==> src/rtl/ahb_pkg.sv <==
// Shared AHB-Lite encodings and FSM state types for the single-master interconnect.
package ahb_pkg;

  localparam int unsigned AHB_MAX_SLAVES = 8;
  localparam int unsigned AHB_IDX_W      = 3;

  localparam logic [1:0] HTRANS_IDLE   = 2'b00;
  localparam logic [1:0] HTRANS_BUSY   = 2'b01;
  localparam logic [1:0] HTRANS_NONSEQ = 2'b10;
  localparam logic [1:0] HTRANS_SEQ    = 2'b11;

  localparam logic [1:0] HRESP_OKAY  = 2'b00;
  localparam logic [1:0] HRESP_ERROR = 2'b01;
  localparam logic [1:0] HRESP_RETRY = 2'b10;
  localparam logic [1:0] HRESP_SPLIT = 2'b11;

  // Both FSMs share one engine, so their encodings must stay aligned.
  typedef enum logic [1:0] {
    D_IDLE = 2'd0,
    D_ERR1 = 2'd1,
    D_ERR2 = 2'd2
  } dflt_state_t;

  typedef enum logic [1:0] {
    W_RUN  = 2'd0,
    W_ERR1 = 2'd1,
    W_ERR2 = 2'd2
  } wdog_state_t;

endpackage

==> src/rtl/ahb_default_slave_err.sv <==
// Two-cycle AHB ERROR sequencer: idle -> ERROR with wait -> ERROR with ready.
// Used both as the default slave and as the watchdog override engine.
module ahb_default_slave_err
  import ahb_pkg::*;
(
  input  logic       clk,
  input  logic       rst_n,
  input  logic       start,
  output logic [1:0] state
);

  dflt_state_t state_q;
  dflt_state_t state_nxt;

  always_ff @(posedge clk or negedge rst_n) begin
    if (!rst_n) state_q <= D_IDLE;
    else        state_q <= state_nxt;
  end

  always_comb begin
    state_nxt = state_q;
    case (state_q)
      D_IDLE:  if (start) state_nxt = D_ERR1;
      D_ERR1:  state_nxt = D_ERR2;
      // A new erroring transfer accepted in the ready cycle chains straight on.
      D_ERR2:  state_nxt = start ? D_ERR1 : D_IDLE;
      default: state_nxt = D_IDLE;
    endcase
  end

  assign state = state_q;

endmodule

==> src/rtl/ahb_lite_sn.sv <==
// Single-master AHB-Lite interconnect for up to 8 slaves: priority decode with REMAP,
// registered data-phase response mux, default ERROR slave and a per-transfer hang watchdog.
module ahb_lite_sn
  import ahb_pkg::*;
#(
  parameter int unsigned                   P_NUM        = 3,
  parameter logic [16*AHB_MAX_SLAVES-1:0] P_ADDR_START = 128'({16'h2000, 16'h1000, 16'h0000}),
  parameter logic [16*AHB_MAX_SLAVES-1:0] P_ADDR_SIZE  = 128'({16'h0100, 16'h0100, 16'h0100}),
  parameter logic [15:0]                   P_TIMEOUT    = 16'd256
) (
  input  logic                HCLK,
  input  logic                HRESETn,
  input  logic [31:0]         M_HADDR,
  input  logic [1:0]          M_HTRANS,
  input  logic                M_HWRITE,
  input  logic [2:0]          M_HSIZE,
  input  logic [2:0]          M_HBURST,
  input  logic [3:0]          M_HPROT,
  input  logic [31:0]         M_HWDATA,
  output logic [31:0]         M_HRDATA,
  output logic [1:0]          M_HRESP,
  output logic                M_HREADY,
  output logic [31:0]         HADDR,
  output logic [1:0]          HTRANS,
  output logic                HWRITE,
  output logic [2:0]          HSIZE,
  output logic [2:0]          HBURST,
  output logic [3:0]          HPROT,
  output logic [31:0]         HWDATA,
  output logic                HREADY,
  output logic [P_NUM-1:0]    HSEL,
  input  logic [32*P_NUM-1:0] HRDATA_S,
  input  logic [2*P_NUM-1:0]  HRESP_S,
  input  logic [P_NUM-1:0]    HREADY_S,
  input  logic                REMAP,
  output logic                TIMEOUT,
  input  logic                TIMEOUT_CLR
);

  logic [P_NUM-1:0]     hit;
  logic                 region_found;
  logic [AHB_IDX_W-1:0] region_idx;
  logic [AHB_IDX_W-1:0] slave_idx;
  logic [P_NUM-1:0]     hsel_c;
  logic                 hseld;

  logic [P_NUM:0]       sel_d;
  logic                 act_d;

  logic [31:0]          slv_rdata;
  logic [1:0]           slv_resp;
  logic                 slv_ready;

  logic [1:0]           dflt_state_raw;
  logic [1:0]           wd_state_raw;
  dflt_state_t          dflt_state;
  wdog_state_t          wd_state;
  logic                 dflt_start;
  logic                 wd_count_en;
  logic                 wd_start;
  logic [15:0]          wd_cnt;

  assign HADDR  = M_HADDR;
  assign HTRANS = M_HTRANS;
  assign HWRITE = M_HWRITE;
  assign HSIZE  = M_HSIZE;
  assign HBURST = M_HBURST;
  assign HPROT  = M_HPROT;
  assign HWDATA = M_HWDATA;
  assign HREADY = M_HREADY;

  // Address phase: 17-bit offset from the base, so a borrow means below the region
  // and base+size past 0xFFFF cannot wrap.
  for (genvar g = 0; g < P_NUM; g++) begin : g_region
    localparam logic [16:0] BASE = {1'b0, P_ADDR_START[16*g +: 16]};
    localparam logic [16:0] SIZE = {1'b0, P_ADDR_SIZE[16*g +: 16]};
    logic [16:0] offset;
    assign offset = {1'b0, M_HADDR[31:16]} - BASE;
    assign hit[g] = (SIZE != 17'd0) && !offset[16] && (offset < SIZE);
  end

  always_comb begin
    region_found = 1'b0;
    region_idx   = '0;
    // Scanning downwards lets the lowest matching index win on overlap.
    for (int i = int'(P_NUM) - 1; i >= 0; i--) begin
      if (hit[i]) begin
        region_found = 1'b1;
        region_idx   = AHB_IDX_W'(i);
      end
    end
    slave_idx = region_idx;
    if (REMAP && (P_NUM >= 2) && (region_idx[AHB_IDX_W-1:1] == '0))
      slave_idx[0] = ~region_idx[0];
    for (int i = 0; i < int'(P_NUM); i++)
      hsel_c[i] = region_found && (slave_idx == AHB_IDX_W'(i));
  end

  assign hseld = !region_found;
  assign HSEL  = hsel_c;

  always_ff @(posedge HCLK or negedge HRESETn) begin
    if (!HRESETn) begin
      sel_d <= {1'b1, {P_NUM{1'b0}}};
      act_d <= 1'b0;
    end else if (M_HREADY) begin
      sel_d <= {hseld, hsel_c};
      act_d <= M_HTRANS[1];
    end
  end

  // Data phase: one-hot OR mux over the real slaves.
  always_comb begin
    slv_rdata = '0;
    slv_resp  = HRESP_OKAY;
    slv_ready = 1'b0;
    for (int i = 0; i < int'(P_NUM); i++) begin
      if (sel_d[i]) begin
        slv_rdata = slv_rdata | HRDATA_S[32*i +: 32];
        slv_resp  = slv_resp  | HRESP_S[2*i +: 2];
        slv_ready = slv_ready | HREADY_S[i];
      end
    end
  end

  assign dflt_start = M_HREADY && hseld && M_HTRANS[1];

  ahb_default_slave_err u_dflt (
    .clk   (HCLK),
    .rst_n (HRESETn),
    .start (dflt_start),
    .state (dflt_state_raw)
  );

  assign dflt_state = dflt_state_t'(dflt_state_raw);

  assign wd_count_en = (P_TIMEOUT != 16'd0) && (wd_state == W_RUN) && act_d &&
                       !sel_d[P_NUM] && !slv_ready;
  assign wd_start    = wd_count_en && ((wd_cnt + 16'd1) == P_TIMEOUT);

  always_ff @(posedge HCLK or negedge HRESETn) begin
    if (!HRESETn)         wd_cnt <= '0;
    else if (wd_count_en) wd_cnt <= wd_cnt + 16'd1;
    else                  wd_cnt <= '0;
  end

  ahb_default_slave_err u_wdog (
    .clk   (HCLK),
    .rst_n (HRESETn),
    .start (wd_start),
    .state (wd_state_raw)
  );

  assign wd_state = wdog_state_t'(wd_state_raw);

  // Setting wins over a clear in the same cycle.
  always_ff @(posedge HCLK or negedge HRESETn) begin
    if (!HRESETn)                TIMEOUT <= 1'b0;
    else if (wd_state == W_ERR1) TIMEOUT <= 1'b1;
    else if (TIMEOUT_CLR)        TIMEOUT <= 1'b0;
  end

  always_comb begin
    M_HRDATA = slv_rdata;
    M_HRESP  = slv_resp;
    M_HREADY = slv_ready;
    if (wd_state != W_RUN) begin
      M_HRDATA = '0;
      M_HRESP  = HRESP_ERROR;
      M_HREADY = (wd_state != W_ERR1);
    end else if (sel_d[P_NUM]) begin
      M_HRDATA = '0;
      M_HRESP  = (dflt_state != D_IDLE) ? HRESP_ERROR : HRESP_OKAY;
      M_HREADY = (dflt_state != D_ERR1);
    end
  end

endmodule

==> config.mk <==
export PLATFORM = sky130hd
export DESIGN_NAME = ahb_lite_sn
export DESIGN_NICKNAME = d
export VERILOG_FILES = /design/src/rtl/ahb_pkg.sv /design/src/rtl/ahb_default_slave_err.sv /design/src/rtl/ahb_lite_sn.sv
export SDC_FILE = /design/constraint.sdc
export NUM_CORES = 1
export LEC_CHECK = 0
export CORE_AREA = 2 2 118 120
export CTS_CLUSTER_DIAMETER = 80
export DETAILED_ROUTE_END_ITERATION = 7
export DIE_AREA = 0 0 120 122
export DONT_BUFFER_PORTS = 1
export PLACE_DENSITY_LB_ADDON = 0.05
export SYNTH_ARGS = -nofsm -noshare
export SYNTH_HDL_FRONTEND = slang
export SYNTH_SLANG_ARGS = --single-unit
export TNS_END_PERCENT = 1
==> constraint.sdc <==
create_clock -name HCLK -period 3.5 [get_ports HCLK]
set_input_delay 0.875 -clock HCLK [delete_from_list [all_inputs] [get_ports HCLK]]
set_output_delay 0.875 -clock HCLK [all_outputs]
set_load 0.05 [all_outputs]
==> results of run 1 <==
cell type report:
| type | instances | area, um2 | share of cell area |
|---|---|---|---|
| timing repair buffer | 43 | 335 | 0.127 |
| tap | 180 | 225 | 0.0853 |
| inverter | 6 | 22.5 | 0.00853 |
| clock inverter | 1 | 30.0 | 0.0114 |
| clock buffer | 3 | 75.1 | 0.0284 |
| multi-input combinational | 195 | 1300 | 0.492 |
| sequential | 26 | 652 | 0.247 |
per-stage QoR:
step | instances | hold WS (ps) | utilization
after floorplan | 326 | 415 | -
after global routing | 454 | 280 | 0.195
after global placement | 450 | 439 | 0.188
after detailed placement | 450 | 435 | 0.188
after CTS | 454 | 287 | 0.195
final | 454 | 299 | 0.195
critical path: cells and delay by family:
kind	cells	cell delay, ps
buf+inv	1	140
compound gates	2	470
simple gates	3	850
cell families (layout without fill, tap and decap cells):
| logic type | Yosys count | after routing | synth area share |
|---|---|---|---|
| XOR/XNOR | 15 | 15 | 0.0497 |
| flip-flops | 26 | 26 | 0.247 |
| AO/OA/AOI/OAI | 56 | 56 | 0.182 |
| adder cells (fa/ha/maj) | 4 | 4 | 0.0189 |
| AND/OR/NAND/NOR | 117 | 117 | 0.227 |
| buffers and inverters | 105 | 53 | 0.264 |
| multiplexers | 3 | 3 | 0.0123 |
state kept, by name, summed over array words and instances, names as in the netlist:
signal	cells
wd_cnt	16
sel_d	4
u_dflt.state	2
u_wdog.state	2
TIMEOUT	1
act_d	1
Yosys cell counts, types with 3 or more instances:
library cell  instances
nand4_1               3
a222oi_1             35
nor4_1                3
ha_1                  4
a21oi_1               7
or3_1                 5
nand2b_1              3
clkbuf_1             17
nor2_1               57
dfrtp_1              25
xor2_1                5
nor2b_1               3
inv_1                 5
nand3_1              10
nor3_1                6
buf_4                80
nand2_1              12
xnor2_1              10
power breakdown:
group          leakage [uW]  switching (uW)  total, uW  internal, uW
clock             0.0000511             114        342           228
combinational      0.000715            8.49       14.9          6.39
sequential         0.000360               0        300           300
total               0.00113             123        657           535
cell usage in the layout (no fill, tap or decap), types with 2 or more instances in the layout:
cell       count
a31oi_1        2
nor3_2         2
ha_1           4
nand2_1       12
and3_1         2
xor2_1         5
nor3_1         5
nand2b_1       3
nand4_1        3
a222oi_1      35
nor2_1        57
xnor2_1       10
o21ai_0        2
nand3_1       10
a21o_1         2
or3_1          5
mux2_2         2
a21oi_1        7
dfrtp_1       25
nand3b_1       2
clkbuf_16      3
nor4_1         3
nor2b_1        3
buf_4         42
inv_1          5
o21ai_1        2
worst paths after layout:
kind	depth (start not counted)	from	slack, ps	to
min	0	HRESETn	300	wd_cnt[5]$_DFF_PN0_
max in group asynchronous	0	HRESETn	3020	sel_d[3]$_DFFE_PN1P_
min reg2reg	1	u_dflt.state[1]$_DFFE_PN0P_	440	u_dflt.state[1]$_DFFE_PN0P_
max	6	M_HADDR[26]	270	HSEL[0]
max reg2reg	6	sel_d[2]$_DFFE_PN0P_	1220	sel_d[1]$_DFFE_PN0P_
min in group HCLK	1	u_dflt.state[1]$_DFFE_PN0P_	440	u_dflt.state[1]$_DFFE_PN0P_
routing by layer:
layer	global-route usage	wire, um
met2	0.209	4670
met1	0.160	4220
met3	0.0749	1410
met5	0	0
met4	0.0228	48
==> results.md, run 1 <==
* Initial Utilization at 0.196
* Final ANT Viol Nets at 0
* Total track usage at 0.133
* Post-Syn Nets at 516
* CTS Sinks at 26
* Row count at 43
* Clk root buf: clkbuf_16
* RD Place Congestion at 0.837
* Post_cts resized at 0
* Initial antenna violation count at 0
* Final period util at 0.922
* Max_slew headroom at 0.572
* Drt drc at 0
* Max cap viols at 0
* Warnings, synthesis at 0
* Worst EP arrival at 2350 ps
* RSZ-0062 raised after global routing: false
* Die Y at 122 um
* Vias at 2236
* Worst Skew at 2.19 ps
* Routed len/inst at 22.8 um
* Final nets at 465
* H-tree depth at 1
* CTS Buf Count at 3
* Area contributors post-synth: dfrtp_1 24%, buf_4 23%, a222oi_1 13%
* Setup tns final at 0 ps
* HPWL Detailed at 8600 um
* Syn Std Cell Area at 2640 um2
* Drt first pass iters at 7
* Hold Path Class: input pin to async pin
* Drt via density at 4.93
* Fraction of layout cells with a size suffix above 1 at 0.212
* FF+latch count, synth at 26
* CP Data Required Time at 2620 ps
* Buffers added on ports at 0
* Share of the synthesized area in the top cell type at 0.237
* DIE AREA at 14600 um2
* CP Capture Type: primary output
* First-pass GRT wire length at 14400 um
* Leading area contributor after synthesis: dfrtp_1
* Die Span X at 120 um
* Overall power at 657 uW
* Register area share after synthesis at 0.247
* Layout area overhead at -0.142%
* Vias in the first global route at 2254
* Critical path's slowest cell: or4_1
* Fill count at 1517
* Synth Instances at 326
* # diodes at 0
* Post-Place Cell Area at 2530 um2
* Slew Viols, Final at 0
* Outcome: finished, final reports clean
* CP startpoint kind: input pin
* Cts hold-fix bufs at 0
* Longest Clk Path Bufs at 2
* Clock latency at the later pin of the worst-skew pair at 260 ps
* Fmax at 310 MHz
* Grt ovf at 0
* Worst Tran Pin Value at 643 ps
* Postcts setup bufs at 0
* Top_reg_cell synth: dfrtp_1
* CP cell instances: or4_1 -> a21oi_1 -> nand3b_1 -> a21o_1 -> nand2_1 -> buf_12
* DP Worst Slack at 287 ps
* CORE AREA at 13500 um2
* Netlist cell types at 46
* Max incr delay on CP at 650 ps
* Minimum clock period at 3230 ps
* Drt total wl at 10400 um
* Async set-reset flop share out of synthesis at 1.00
* Reg clk slew, reported paths at 70 ps
* Largest net degree at the start of global routing at 27
* Iter 0 DRT Violations at 261
* Design Area, Final at 2640 um2
* Post-synth EDFFs at 0
* CTS tree: built
* Worst setup margin at 274 ps
* VDD IR max at 0.000129 V
* # setup viols final at 0
* Worst-path fanout max at 6
* Leakage at 0.00113 uW
* CP Class: input pin to primary output
* Top Ports at 303
* Avg Cell Area, Syn at 8.11 um2
* PwrDens at 249 nW/um2
* Final Hold Vio Count at 0
(Power assumes the default switching activity.)
==> run 2, diff against run 1 <==
==> constraint.sdc (replaced) <==
create_clock -name HCLK -period 2.8 [get_ports HCLK]
set_input_delay 0.56 -clock HCLK [delete_from_list [all_inputs] [get_ports HCLK]]
set_output_delay 0.56 -clock HCLK [all_outputs]
set_load 0.05 [all_outputs]
==> run 2 against run 1 <==
Critical path depth unchanged. Wire length about the same. First-iteration DRC count increased by 18%. Global-route usage about the same. Clock skew increased by 2.6 ps. Core utilization increased by 0.30 points. Largest power group unchanged.
==> results.md, run 2 (synthesized netlist as in run 1, its figures left out) <==
* Outcome: finished, final reports clean
* CTS tree: built
* Die Span X at 120 um (unchanged)
* Setup tns final at 0 ps (unchanged)
* Max_slew headroom at 0.608 (+0.0357)
* CP Class: input pin to primary output
* Iter 0 DRT Violations at 309 (+18%)
* Fraction of layout cells with a size suffix above 1 at 0.220 (+0.00854)
* CP Data Required Time at 2240 ps (-380 ps)
* Worst Tran Pin Value at 588 ps (-55.6 ps)
* Drt via density at 4.98 (+1.1%)
* Biggest register: wd_cnt
* PwrDens at 313 nW/um2 (+26%)
* Grt ovf at 0 (unchanged)
* CTS Sinks at 26 (unchanged)
* CP Capture Type: primary output
* Seq pwr share at 0.447 (-0.010)
* Final ANT Viol Nets at 0 (unchanged)
* Worst EP arrival at 2050 ps (-300 ps)
* Number of flip-flops in the largest register at 16 (unchanged)
* Leakage at 0.00114 uW (+1.7%)
* # setup viols final at 0 (unchanged)
* Sw frac at 0.200 (+0.0135)
* CORE AREA at 13500 um2 (unchanged)
* Drt drc at 0 (unchanged)
* Fmax at 383 MHz
* Initial antenna violation count at 0 (unchanged)
* RSZ-0062 raised after global routing: false
* Final Hold Vio Count at 0 (unchanged)
* Worst Skew at 4.80 ps (+2.61 ps)
* Drt total wl at 10400 um (about the same)
* Row count at 43 (unchanged)
* Fill count at 1471 (-3.0%)
* R2R setup slack at 590 ps (-630 ps)
* Layout area overhead at 1.37%
* CP cell instances: or4_1 -> a21oi_1 -> nand3b_1 -> a21o_1 -> nand2_1 -> buf_12
* Final nets at 468 (+0.65%)
* Vias in the first global route at 2292 (+1.7%)
* Critical path's slowest cell: or4_1
* Max cap viols at 0 (unchanged)
* Routed len/inst at 22.6 um (-0.99%)
* Comb power frac at 0.035 (+0.012)
* Post_cts resized at 0 (unchanged)
* First-pass GRT wire length at 14400 um (unchanged)
* Design Area, Final at 2680 um2 (+1.5%)
* Clock group share of total power at 0.519 (-0.002)
* Reg clk slew, reported paths at 70 ps (about the same)
* Most frequent cells in the layout: 57 x nor2_1, 44 x buf_4, 35 x a222oi_1
* Longest Clk Path Bufs at 2 (unchanged)
* Drt first pass iters at 6 (-1)
* H-tree depth at 1 (unchanged)
* Clk root buf: clkbuf_16
* VDD IR max at 0.000192 V (+49%)
* Worst-path fanout max at 6 (unchanged)
* Max incr delay on CP at 660 ps (about the same)
* Buffers added on ports at 0 (unchanged)
* Final period util at 0.931
* RD Place Congestion at 0.850 (+1.6%)
* Total track usage at 0.133 (+0.000422)
* Worst path bufs/invs at 1 (unchanged)
* CTS Buf Count at 3 (unchanged)
* Most common cell after layout, fill and taps aside: nor2_1
* Minimum clock period at 2610 ps
* CP startpoint kind: input pin
* P_int at 671 uW (+26%)
* DIE AREA at 14600 um2 (unchanged)
* R2R depth at 5 (-1)
* Largest net degree at the start of global routing at 26 (-3.7%)
* Die Y at 122 um (unchanged)
* Post-Place Cell Area at 2550 um2 (+0.59%)
* HPWL Detailed at 8500 um (-1.2%)
* Hold Path Class: input pin to async pin
* Sw Pwr at 168 uW (+37%)
* Top Ports at 303 (unchanged)
* Slew Viols, Final at 0 (unchanged)
* Vias at 2285 (+2.2%)
* Regs by FF count: wd_cnt x16, sel_d x4
* CP Depth at 6 (unchanged)
* Worst path top cell family by delay: simple AND/OR/NAND/NOR gates
* Clock latency at the later pin of the worst-skew pair at 270 ps (about the same)
* Initial Utilization at 0.196 (unchanged)
==> run 2: changes by cell type in the layout (fill, tap and decap cells not counted), sizes merged <==
cell,previous run,this run
buf,43,46
diode,0,2
==> run 2: through the flow <==
stage          setup slack, ps  std cells  hold WS [ps]  total power [uW]  utilization
2_1_floorplan              237        326           264               694            -
3_3_place_gp               220        452           265               401        0.189
3_5_place_dp               189        452           265               401        0.189
4_1_cts                    167        457           109               854        0.198
5_1_grt                   46.5        457           107               874        0.198
6_report                   192        459           105               840        0.198
==> run 2: worst paths after layout <==
path                                                  start                     endpoint
worst max-delay path                            M_HADDR[26]                      HSEL[0]
worst min-delay path                                HRESETn          wd_cnt[3]$_DFF_PN0_
worst max register to register         sel_d[1]$_DFFE_PN0P_         sel_d[1]$_DFFE_PN0P_
worst min register to register  u_dflt.state[1]$_DFFE_PN0P_  u_dflt.state[1]$_DFFE_PN0P_
max in group asynchronous                           HRESETn  u_wdog.state[0]$_DFFE_PN0P_
min in group HCLK                               M_HTRANS[1]            act_d$_DFFE_PN0P_
==> run 2: repair_timing <==
item	CTS	global route
buffers inserted	0	0
hold buffers	1	0
endpoints found under the hold margin	25	0
==> run 2: cell type report <==
cell class	count	area (um2)	area share
clock buffers	3	75.1	0.0280
clock inverters	1	30.0	0.0112
repair buffers	46	370	0.138
well taps	180	225	0.0840
multi-input cells	195	1300	0.485
diodes	2	5.00	0.00187
flip-flops and latches	26	652	0.243
inverters	6	22.5	0.00840
==> run 2: power by group through the flow <==
stage          sequential [uW]  clock, uW  combinational, uW
2_1_floorplan              383          0                311
3_3_place_gp               383          0               18.6
3_5_place_dp               383          0               18.7
4_1_cts                    375        449               30.4
5_1_grt                    375        466               32.7
6_report                   375        436               29.0
==> run 2: layer usage <==
layer  vias up  track usage  share of wire
li1       1014            -              -
met1      1073        0.155           0.38
met2       192        0.212           0.46
met3         6       0.0777           0.15
met4         0       0.0287         0.0060
met5         -            0              0
==> run 3, diff against run 2 <==
--- a/config.mk
+++ b/config.mk
@@ -5,10 +5,10 @@
 export SDC_FILE = /design/constraint.sdc
 export NUM_CORES = 1
 export LEC_CHECK = 0
-export CORE_AREA = 2 2 118 120
+export CORE_AREA = 4 4 117 119
 export CTS_CLUSTER_DIAMETER = 80
 export DETAILED_ROUTE_END_ITERATION = 7
-export DIE_AREA = 0 0 120 122
+export DIE_AREA = 0 0 121 123
 export DONT_BUFFER_PORTS = 1
 export PLACE_DENSITY_LB_ADDON = 0.05
 export SYNTH_ARGS = -nofsm -noshare
==> run 3 against run 2 <==
Core utilization grew 1.4 points. Wire length grew 2.0%. Sequential share of layout area grew 0.068 points. Critical path type unchanged. Flip-flop and latch count is the same. Highest routed layer unchanged. Hold slack gained 3.9 ps. Via count shrank 0.22%. Non-clock buffer count grew 1. Critical path depth is the same. Sequential power is essentially flat. Register-to-register slack gained 50 ps.
==> results.md, run 3 (synthesized netlist as in run 1, its figures left out) <==
* Minimum clock period at 2600 ps (-3.28 ps)
* CP cell instances: or4_1 -> a21oi_1 -> nand3b_1 -> a21o_1 -> nand2_1 -> buf_12
* Regs by FF count: wd_cnt x16, sel_d x4
* Final nets at 469 (+0.21%)
* Worst EP arrival at 2040 ps (about the same)
* DIE AREA at 14900 um2 (+1.7%)
* Most frequent cells in the layout: 57 x nor2_1, 45 x buf_4, 35 x a222oi_1
* Reg clk slew, reported paths at 70 ps (about the same)
* # setup viols final at 0 (unchanged)
* H-tree depth at 1 (unchanged)
* Drt total wl at 10600 um (+2.0%)
* Most common cell after layout, fill and taps aside: nor2_1
* Total track usage at 0.131 (-0.00229)
* CTS Sinks at 26 (unchanged)
* Layout area overhead at 1.09%
* Vias at 2280 (-0.22%)
* Grt ovf at 0 (unchanged)
* Initial Utilization at 0.210 (+0.0146)
* Biggest register: wd_cnt
* Largest net degree at the start of global routing at 26 (unchanged)
* Slew Viols, Final at 0 (unchanged)
* Clock latency at the later pin of the worst-skew pair at 260 ps (about the same)
* Die Span X at 121 um (+0.83%)
* Hold Path Class: input pin to async pin
* Setup tns final at 0 ps (unchanged)
* Final ANT Viol Nets at 0 (unchanged)
* First-pass GRT wire length at 14500 um (+0.77%)
* CP Data Required Time at 2240 ps (about the same)
* Clk root buf: clkbuf_16
* Longest Clk Path Bufs at 2 (unchanged)
* Drt first pass iters at 6 (unchanged)
* Max incr delay on CP at 640 ps (-20 ps)
* CORE AREA at 12600 um2 (-6.9%)
* Drt drc at 0 (unchanged)
* Number of flip-flops in the largest register at 16 (unchanged)
* CP Capture Type: primary output
* Die Y at 123 um (+0.82%)
* Max cap viols at 0 (unchanged)
* Worst-path fanout max at 6 (unchanged)
* Drt via density at 5.07 (+1.8%)
* CTS tree: built
* Initial antenna violation count at 0 (unchanged)
* Critical path's slowest cell: or4_1
* Final Hold Vio Count at 0 (unchanged)
* RSZ-0062 raised after global routing: false
* Outcome: finished, final reports clean
* VDD IR max at 0.000153 V (-21%)
* Buffers added on ports at 0 (unchanged)
* Row count at 41 (-4.7%)
* CP startpoint kind: input pin
* PwrDens at 308 nW/um2 (-1.7%)
* RD Place Congestion at 0.753 (-12%)
* Worst Tran Pin Value at 588 ps (+0.441 ps)
* Vias in the first global route at 2200 (-4.0%)
* Leakage at 0.00115 uW (+0.34%)
* CTS Buf Count at 3 (unchanged)
* Fill count at 1404 (-4.6%)
* Routed len/inst at 23.5 um (+4.0%)
* HPWL Detailed at 8960 um (+5.5%)
* Final period util at 0.930 (-0.00117)
* Fraction of layout cells with a size suffix above 1 at 0.223 (+0.00280)
* Worst path bufs/invs at 1 (unchanged)
* Worst path top cell family by delay: simple AND/OR/NAND/NOR gates
* Worst Skew at 2.29 ps (-2.51 ps)
* # diodes at 0 (-2)
* Fmax at 384 MHz (+0.13%)
* CP Class: input pin to primary output
* Max_slew headroom at 0.607 (about the same)
* Iter 0 DRT Violations at 217 (-30%)
* Top Ports at 303 (unchanged)
* Overall power at 823 uW (-1.9%)
## run 3: cell types whose count changed in the layout (fill, tap and decap cells not counted)
cell     change
diode_2      -2
buf_4        +1
## run 3: per-stage QoR
| stage | area, um2 | worst slack [ps] | hold WS [ps] | util | std cells |
|---|---|---|---|---|---|
| after floorplan | 2650 | 237 | 264 | - | 326 |
| final | 2670 | 195 | 109 | 0.213 | 450 |
| after global routing | 2670 | 82.0 | 105 | 0.213 | 450 |
| after detailed placement | 2540 | 205 | 265 | 0.202 | 444 |
| after global placement | 2540 | 234 | 265 | 0.202 | 444 |
| after CTS | 2670 | 176 | 108 | 0.213 | 450 |
## run 3: routing by layer
| layer | routed length [um] | track usage |
|---|---|---|
| met5 | 0 | 0 |
| met4 | 67 | 0.0212 |
| met3 | 1360 | 0.0636 |
| met2 | 4990 | 0.215 |
| met1 | 4150 | 0.158 |
## run 3: final cells by class
class,count,area (um2),share of cell area
flip-flops and latches,26,652,0.244
repair buffers,47,378,0.141
clock buffers,3,75.1,0.0281
well taps,172,215,0.0805
inverters,6,22.5,0.00843
clock inverters,1,30.0,0.0112
multi-input cells,195,1300,0.486
## run 3: power by group
part	leakage (uW)	switching (uW)	internal, uW	total, uW
logic	0.000738	17.2	10.9	28.1
clock network	0.0000511	135	285	420
registers	0.000360	0	375	375
total	0.00115	152	671	823
## run 3: final timing paths
| path | from | end | slack [ps] | cells past startpoint |
|---|---|---|---|---|
| setup / recovery | M_HADDR[26] | HSEL[0] | 200 | 6 |
| hold / removal | HRESETn | TIMEOUT$_DFFE_PN0P_ | 110 | 1 |
| setup reg to reg | sel_d[1]$_DFFE_PN0P_ | sel_d[0]$_DFFE_PN0P_ | 640 | 6 |
| hold reg to reg | u_dflt.state[1]$_DFFE_PN0P_ | u_dflt.state[1]$_DFFE_PN0P_ | 440 | 1 |
| max in group asynchronous | HRESETn | u_wdog.state[1]$_DFFE_PN0P_ | 2540 | 1 |
| min in group HCLK | M_HTRANS[1] | act_d$_DFFE_PN0P_ | 410 | 2 |
## run 3: what timing repair did
item	CTS	global route
gates resized for setup	0	0
hold buffers	1	0
endpoints found under the setup margin	2	0
setup buffers	1	0
endpoints found under the hold margin	25	0
## run 3: worst register-to-register path, stage by stage (launching register included)
cell,delay (ps)
dfrtp_1,530
a222oi_1,400
buf_4,210
nand2b_1,60
a21oi_1,220
inv_2,300
a31oi_1,330
